`config.mk`:
```
export PLATFORM = sky130hd
export DESIGN_NAME = logit_collector
export DESIGN_NICKNAME = d
export VERILOG_FILES = /design/src/rtl/ml_pkg.sv /design/src/rtl/logit_collector.sv
export SDC_FILE = /design/constraint.sdc
export NUM_CORES = 1
export LEC_CHECK = 0
export ABC_AREA = 1
export CAP_MARGIN = 5
export CORE_MARGIN = 10
export CORE_UTILIZATION = 30
export DETAILED_ROUTE_END_ITERATION = 10
export REMOVE_ABC_BUFFERS = 1
export SLEW_MARGIN = 10
export SYNTH_ARGS = -nofsm -noshare
export SYNTH_HDL_FRONTEND = slang
export SYNTH_SLANG_ARGS = --single-unit
```
`constraint.sdc`:
```
create_clock -name clk -period 2.4 [get_ports clk]
set_input_delay 0.48 -clock clk [delete_from_list [all_inputs] [get_ports clk]]
set_output_delay 0.48 -clock clk [all_outputs]
set_load 0.005 [all_outputs]
```
`src/rtl/ml_pkg.sv`:
```
// rtl/ml_pkg.sv - shared defaults and state encoding for the logit collector
package ml_pkg;

    localparam int ML_N      = 8;
    localparam int ML_DATA_W = 32;
    localparam int ML_IDX_W  = $clog2(ML_N);

    typedef enum logic {
        ST_FILL = 1'b0,
        ST_HOLD = 1'b1
    } coll_state_e;

endpackage

```
`src/rtl/logit_collector.sv`:
```
// rtl/logit_collector.sv - gathers one frame of logits and reports the running argmax
module logit_collector
    import ml_pkg::*;
#(
    parameter int N      = ML_N,
    parameter int DATA_W = ML_DATA_W,
    parameter int IDX_W  = ML_IDX_W
) (
    input  logic                  clk,
    input  logic                  rst_n,
    input  logic                  clear,
    input  logic                  in_valid,
    input  logic [DATA_W-1:0]     in_data,
    output logic                  in_ready,
    output logic                  out_valid,
    input  logic                  out_ready,
    output logic [N*DATA_W-1:0]   out_vec,
    output logic [IDX_W-1:0]      max_index,
    output logic [DATA_W-1:0]     max_value
);

    localparam logic [IDX_W-1:0] LAST_IDX = IDX_W'(N - 1);

    coll_state_e          state_q, state_d;
    logic [IDX_W-1:0]     cnt_q, cnt_d;
    logic [N*DATA_W-1:0]  vec_q, vec_d;
    logic [IDX_W-1:0]     max_idx_q, max_idx_d;
    logic [DATA_W-1:0]    max_val_q, max_val_d;
    logic                 accept;

    // Handshakes are decoded straight from the registered state, so both are glitch-free flop outputs.
    assign in_ready  = (state_q == ST_FILL);
    assign out_valid = (state_q == ST_HOLD);
    assign out_vec   = vec_q;
    assign max_index = max_idx_q;
    assign max_value = max_val_q;

    // An accept can only happen in FILL; clear overrides it below.
    assign accept = in_valid && (state_q == ST_FILL);

    // Next-state: clear discards everything, otherwise write the slot and fold it into the running max.
    always_comb begin
        state_d   = state_q;
        cnt_d     = cnt_q;
        vec_d     = vec_q;
        max_idx_d = max_idx_q;
        max_val_d = max_val_q;
        if (clear) begin
            state_d   = ST_FILL;
            cnt_d     = '0;
            vec_d     = '0;
            max_idx_d = '0;
            max_val_d = '0;
        end else if (accept) begin
            vec_d[cnt_q*DATA_W +: DATA_W] = in_data;
            // Slot 0 seeds the max; later slots win only when strictly larger so ties keep the lower index.
            if (cnt_q == '0) begin
                max_val_d = in_data;
                max_idx_d = '0;
            end else if (in_data > max_val_q) begin
                max_val_d = in_data;
                max_idx_d = cnt_q;
            end
            if (cnt_q == LAST_IDX) begin
                state_d = ST_HOLD;
                cnt_d   = '0;
            end else begin
                cnt_d = cnt_q + 1'b1;
            end
        end else if ((state_q == ST_HOLD) && out_ready) begin
            state_d = ST_FILL;
        end
    end

    // State and datapath registers; reset drops any partial or held frame immediately.
    always_ff @(posedge clk or negedge rst_n) begin
        if (!rst_n) begin
            state_q   <= ST_FILL;
            cnt_q     <= '0;
            vec_q     <= '0;
            max_idx_q <= '0;
            max_val_q <= '0;
        end else begin
            state_q   <= state_d;
            cnt_q     <= cnt_d;
            vec_q     <= vec_d;
            max_idx_q <= max_idx_d;
            max_val_q <= max_val_d;
        end
    end

endmodule

```
==> summary.txt, run 1 <==
Fin. Hold Viols -> 0
clk_skew -> 0.0195 ns
Max-slew headroom -> 0.658
Routed Antenna Nets -> 0
via count -> 11.8k
# clock sinks -> 295
DRC Markers -> 0
Port Buffers -> 329
WP data arrival -> 2.67 ns
VDD IR-drop max -> 0.000406 V
DIE HEIGHT -> 227 um
num ports -> 330
syn_area_per_cell -> 9.04 um2
most used cells in the layout excluding fill and tap cells -> 328 x clkdlybuf4s50_1, 294 x dfrtp_1, 281 x nand2_1, 264 x nand3_1, 212 x o21ai_0
layout cells sized above 1 -> 0.0890
FFs w/ async S/R, synth -> 1.00
Core Region -> 42,000 um2
Hold Crit Class -> primary input to asynchronous set/reset pin
clk buf depth -> 3
gp weighted congestion -> 0.874
1st-iter DRT viols -> 930
total grt overflow -> 0
GRT Util Overall -> 0.206
fmax -> 439 MHz
CTS root buf -> clkbuf_16
Setup crit start -> cnt_q[0]
Worst-Skew Late Latency -> 0.54 ns
initial antenna violation count -> 4
Total Power -> 12.3 mW
Rows -> 75
worst slew pin tran -> 0.513 ns
Ys Warns -> 0
crit path launch type -> register
DPL Wire Length -> 38.6 mm
Via density -> 5.06
number of synthesized flops with an enable pin -> 0
run status -> completed
final core occ -> 0.440
Inserted Clock Buffers -> 35
static leakage power -> 8.26 nW
Worst-path clk slew -> 0.06 ns
maxcap violations -> 0
Starting Density -> 0.304
CTS tree -> done
Power Dens Cells -> 666 nW/um2
Mapped Area -> 12,800 um2
critical path data required time -> 2.79 ns
path type of the worst setup path -> register to register
first-pass GRT wire length -> 79.7 mm
post-route minimum period -> 2.28 ns
Routed WL -> 53.8 mm
Crit. End Element -> register
commonest non-fill, non-tap cell in the layout -> clkdlybuf4s50_1
Fillers -> 4,105
drt wl/cell -> 23.0 um
Cells after Synth -> 1,416
Area Overhead vs Synth -> 44.5%
Seq/Total Area, Yosys -> 0.577
die width -> 227 um
CP max FO -> 27
H-tree depth -> 2
commonest register cell after synthesis -> dfrtp_1
first-pass detailed-route iteration total -> 5
Yosys reg bits -> 295
largest net degree at the start of global routing -> 78
Layout Nets -> 1,847
Final Slew Violations -> 0
post-synth cell types -> 33
die footprint -> 51,300 um2
final setup fails -> 0
vias in the first global route -> 12.1k
RSZ-0062 raised after global routing -> no
fin crit share -> 0.950
Worst R2R Start -> cnt_q[0]
==> metrics by stage <==
| stage | hold slack (ns) | worst slack, ns | instances | instance area [um2] | setup TNS (ns) |
|---|---|---|---|---|---|
| 2_1_floorplan | 0.184 | -3.08 | 1320 | 12400 | -635.31 |
| 3_3_place_gp | 0.442 | -0.409 | 2272 | 17200 | -13.97 |
| 3_5_place_dp | 0.452 | -0.399 | 2272 | 17200 | -13.48 |
| 4_1_cts | 0.442 | 0.0361 | 2336 | 18500 | 0 |
| 5_1_grt | 0.480 | 0.00401 | 2337 | 18500 | 0 |
| 6_report | 0.453 | 0.121 | 2338 | 18500 | 0 |
==> final cells by class <==
cell class	count	area, um2	share of cell area
Antenna cell	2	5.00	0.000271
Clock buffer	46	1000	0.0541
Sequential cell	295	7380	0.399
Inverter	117	444	0.0240
Clock inverter	17	246	0.0133
Multi-Input combinational cell	908	4570	0.247
Tap cell	539	674	0.0365
Timing Repair Buffer	414	4170	0.225
==> what timing repair did <==
action,in CTS,in global routing
endpoints found under the hold margin,50,0
setup endpoints to repair,0,58
setup buffers,0,0
resized for setup,0,3
hold buffers,1,0
==> cell families after synthesis <==
group,synth area share
simple gates,0.205
flops,0.577
compound gates,0.111
fa+ha+maj,0.0381
buf+inv,0.0688
==> where the power goes <==
part	internal (mW)	switching (mW)	total (mW)	leakage (nW)
sequential	5.06	0.0702	5.13	4.09
clock	3.59	2.19	5.78	0.619
combinational	0.500	0.894	1.39	3.55
==> cell usage after synthesis, types with 2 or more instances <==
cell type	instances	area share
buf_1	11	0.0032
ha_1	39	0.038
inv_1	113	0.033
clkbuf_2	2	0.00078
nor3_1	5	0.0020
o31ai_1	4	0.0023
o21ai_1	41	0.016
a21oi_1	15	0.0059
nor2_1	29	0.0085
inv_2	3	0.00088
nor4_2	2	0.0020
dfrtp_1	295	0.58
nand2_1	281	0.082
clkbuf_1	53	0.016
buf_6	3	0.0026
buf_2	18	0.0070
buf_4	9	0.0053
o21ai_0	212	0.083
nand3_1	265	0.10
nand4_1	3	0.0015
==> registers in the layout (all words and copies together) (netlist names) <==
name,flops
out_vec,256
max_value,32
cnt_q,3
max_index,3
out_valid,1
==> routing by layer <==
layer | track usage | routed length, um | up-vias
met4 | 0.0705 | 1840 | 4
met3 | 0.0694 | 4700 | 95
met1 | 0.261 | 22600 | 5881
met5 | 0 | 26 | -
met2 | 0.322 | 24600 | 423
li1 | - | - | 5433
==> path summary, 6_finish.rpt <==
| check | to | slack (ns) | cells past startpoint |
|---|---|---|---|
| min in group clk | out_vec[202] | 0.49 | 2 |
| worst max-delay path | out_vec[132] | 0.12 | 9 |
| worst min register to register | out_vec[202] | 0.49 | 2 |
| worst max register to register | out_vec[132] | 0.12 | 9 |
| max in group asynchronous | out_vec[62] | 1.10 | 3 |
| worst min-delay path | out_vec[68] | 0.45 | 2 |
==> worst max-delay path: stages (launching register included) <==
cell and delay, ns:
dfrtp_2 0.35, inv_1 0.09, ha_2 0.19, ha_1 0.38
inv_1 0.18, nor4_4 0.37, nand2_1 0.14, buf_6 0.21
nand3_1 0.10, o21ai_0 0.10
Power figures use the tool's default switching activity.
==> run 2: changes to the inputs <==
--- a/config.mk
+++ b/config.mk
@@ -5,9 +5,7 @@
 export SDC_FILE = /design/constraint.sdc
 export NUM_CORES = 1
 export LEC_CHECK = 0
-export ABC_AREA = 1
 export CAP_MARGIN = 5
-export CORE_MARGIN = 10
 export CORE_UTILIZATION = 30
 export DETAILED_ROUTE_END_ITERATION = 10
 export REMOVE_ABC_BUFFERS = 1
==> run 2 against run 1 <==
Compared with the run above: the flow now finishes with violations (setup timing); maximum frequency is 10% lower; cell area is 1.2% lower; utilization is 2.8 points higher; non-clock buffer count is 47 higher; clock power is 3.5% lower; first-iteration DRC count is 45% lower; sequential power hardly changed; combinational power is 6% lower; critical path depth stayed put; synthesized area is 6.1% lower; cell count is 14% lower.
==> summary.txt, run 2 <==
Cells after Synth -> 1,057 (-25%)
Ys Warns -> 0 (unchanged)
commonest non-fill, non-tap cell in the layout -> clkdlybuf4s50_1
commonest register cell after synthesis -> dfrtp_1
Starting Density -> 0.307 (+0.00295)
Total Power -> 12.0 mW (-2.5%)
biggest cell delay along the critical path -> 0.58 ns (+0.20 ns)
Crit. End Element -> register
Rows -> 72 (-4.0%)
total grt overflow -> 0 (unchanged)
clk_skew -> 0.0129 ns (-0.00666 ns)
num ports -> 330 (unchanged)
run status -> finished, violations left
most frequent cell after synthesis -> dfrtp_1
GRT Util Overall -> 0.222 (+0.0163)
Mapped Area -> 12,000 um2 (-6.1%)
Yosys reg bits -> 295 (unchanged)
critical path data required time -> 2.81 ns (+0.02 ns)
CP max FO -> 16 (-41%)
WP buf/inv -> 2 (-1)
cell taking the most area after synthesis -> dfrtp_1
final design area excluding fillers -> 18,300 um2 (-1.2%)
gp weighted congestion -> 0.819 (-6.3%)
DPL Wire Length -> 31.9 mm (-17%)
Layout Nets -> 1,542 (-17%)
Fillers -> 3,646 (-11%)
sw power -> 2.86 mW (-9.3%)
worst reg2reg setup slack -> -0.12 ns (-0.24 ns)
H-tree depth -> 2 (unchanged)
fin crit share -> 1.06 (+0.108)
critical path cell sequence -> clkdlybuf4s50_1 -> ha_1 -> nand4_1 -> or4_4 -> nor2_4 -> a21oi_2 -> o31a_1 -> buf_12 -> a22o_1
Max-slew headroom -> 0.544 (-0.114)
initial antenna violation count -> 1 (-3)
DRC Markers -> 0 (unchanged)
Power Dens Cells -> 656 nW/um2 (-1.4%)
post-route minimum period -> 2.54 ns (+0.259 ns)
die width -> 202 um (-11%)
ANT cells -> 0 (-2)
# clock sinks -> 295 (unchanged)
area share of the largest cell type after synthesis -> 0.614 (+0.0375)
Via density -> 5.03 (-0.56%)
layout cells sized above 1 -> 0.152 (+0.0625)
top post-synthesis cells by area -> dfrtp_1 61%, a22o_1 12%, nand2_1 5.5%, ha_1 4.1%, o21ai_0 4.0%
Final Slew Violations -> 0 (unchanged)
Clk pwr share -> 0.465 (-0.005)
Placed Area -> 16,900 um2 (-1.8%)
syn_area_per_cell -> 11.4 um2 (+26%)
1st-iter DRT viols -> 514 (-45%)
Inserted Clock Buffers -> 34 (-2.9%)
dpl cells -> 1,941 (-15%)
Worst-Skew Late Latency -> 0.52 ns (-0.02 ns)
RSZ-0062 raised after global routing -> yes
final setup fails -> 34 (+34)
Port Buffers -> 329 (unchanged)
path type of the worst setup path -> primary input to register
failing checks -> setup timing
vias in the first global route -> 10.3k (-16%)
met2 usage -> 0.339 (+0.0167)
crit path launch type -> primary input
Worst-path clk slew -> 0.06 ns (about the same)
min setup slack post-route -> -0.138 ns (-0.259 ns)
switching share of power -> 0.239 (-0.0178)
non-filler cells, final -> 2,009 (-14%)
Largest delay share family, worst path -> simple AND/OR/NAND/NOR gates
CTS root buf -> clkbuf_16
Area Overhead vs Synth -> 52.1%
WP data arrival -> 2.95 ns (+0.28 ns)
clk buf depth -> 3 (unchanged)
FFs w/ async S/R, synth -> 1.00 (unchanged)
Combinational Power Share -> 0.109 (-0.004)
Fin. Hold Viols -> 0 (unchanged)
first-pass detailed-route iteration total -> 5 (unchanged)
largest net degree at the start of global routing -> 71 (-9.0%)
max FFs per register -> 256 (unchanged)
most used cells in the layout excluding fill and tap cells -> 314 x clkdlybuf4s50_1, 295 x dfrtp_1, 176 x nand2_1, 165 x a22o_1, 108 x buf_4
Core Region -> 39,100 um2 (-7.0%)
Routed WL -> 45.4 mm (-16%)
DIE HEIGHT -> 202 um (-11%)
VDD IR-drop max -> 0.000394 V (-3.1%)
maxcap violations -> 0 (unchanged)
Hold Crit Class -> primary input to register
met1 usage -> 0.305 (+0.0449)
die footprint -> 40,900 um2 (-20%)
static leakage power -> 8.00 nW (-3.2%)
first-pass GRT wire length -> 67.4 mm (-15%)
slowest cell on the critical path -> or4_4
Seq/Total Area, Yosys -> 0.614 (+0.0375)
worst slew pin tran -> 0.683 ns (+0.170 ns)
Seq pwr share -> 0.426 (+0.009)
pre-CTS setup slack -> -0.846 ns (-0.447 ns)
number of synthesized flops with an enable pin -> 0 (unchanged)
via count -> 10.1k (-15%)
fmax -> 394 MHz (-10%)
CTS tree -> done
GR Util met3 -> 0.0526 (-0.0168)
Pint -> 9.13 mW (-0.20%)
drt wl/cell -> 22.6 um (-1.8%)
GR peak layer -> met2
Synth top cells by count -> 295 x dfrtp_1, 176 x nand2_1, 165 x a22o_1, 96 x o21ai_0, 64 x clkbuf_1
hold_ws -> 0.457 ns (+0.00388 ns)
post-synth cell types -> 45 (+36%)
Routed Antenna Nets -> 0 (unchanged)
[run 2: cell types whose count changed in the layout (fill, tap and decap cells not counted), moves of 7 or more]
cell / previous run / this run
a21oi_1: 15 / 51
a22o_1: 0 / 165
buf_4: 65 / 108
clkdlybuf4s50_1: 328 / 314
dlygate4sd2_1: 0 / 12
ha_4: 0 / 7
inv_1: 113 / 31
nand2_1: 281 / 176
nand3_1: 264 / 7
nand3b_1: 0 / 39
nor2_1: 28 / 9
o21ai_0: 212 / 96
o21ai_1: 41 / 0
[run 2: cells by family after synthesis]
family | share of synthesized area
adder cells (fa/ha/maj) | 0.0406
AO/OA/AOI/OAI | 0.194
flip-flops | 0.614
AND/OR/NAND/NOR | 0.105
buffers and inverters | 0.0465
[run 2: final timing paths]
| kind | startpoint | endpoint | cells past startpoint |
|---|---|---|---|
| max | in_data[17] | max_value[2] | 9 |
| min | clear | out_vec[139] | 2 |
| max reg2reg | max_value[31] | max_value[2] | 9 |
| min reg2reg | out_vec[195] | out_vec[195] | 2 |
| max in group asynchronous | rst_n | out_vec[174] | 3 |
| min in group asynchronous | rst_n | out_vec[8] | 2 |
[run 2: routing by layer]
metal  vias up  share of wire
met1      5066           0.45
met4         0          0.031
met5         -              0
met3        74          0.072
met2       390           0.45
li1       4583              -
[run 2: timing repair]
| action | 4_1_cts | 5_1_grt |
|---|---|---|
| cloned | 2 | 0 |
| resized for setup | 27 | 3 |
| pin swaps | 9 | 5 |
| endpoints found under the hold margin | 49 | 0 |
| endpoints found under the setup margin | 84 | 70 |
| buffers inserted | 1 | 3 |
| hold buffers | 1 | 0 |
[run 2: cell type report]
type                       instances  area (um2)  area share
clock buffer                      50        1060      0.0583
tap                              518         648      0.0355
clock inverter                    11         155     0.00849
sequential                       295        7380       0.404
timing repair buffer             461        4580       0.250
inverter                          37         139     0.00760
multi-input combinational        637        4310       0.236
[run 2: power groups by stage]
stage          clock, mW  sequential (mW)  combinational, mW
6_report            5.58             5.11               1.31
5_1_grt             5.88             5.12               1.42
4_1_cts             5.71             5.11               1.31
3_5_place_dp           0             5.20               1.27
3_3_place_gp           0             5.20               1.27
2_1_floorplan          0             5.21              0.341
[run 2: through the flow]
step / setup TNS (ns) / utilization
3_5_place_dp: -39.93 / 0.432
6_report: -4.34 / 0.467
4_1_cts: -4.42 / 0.466
5_1_grt: -6.94 / 0.467
3_3_place_gp: -36.23 / 0.432
2_1_floorplan: -221.45 / -
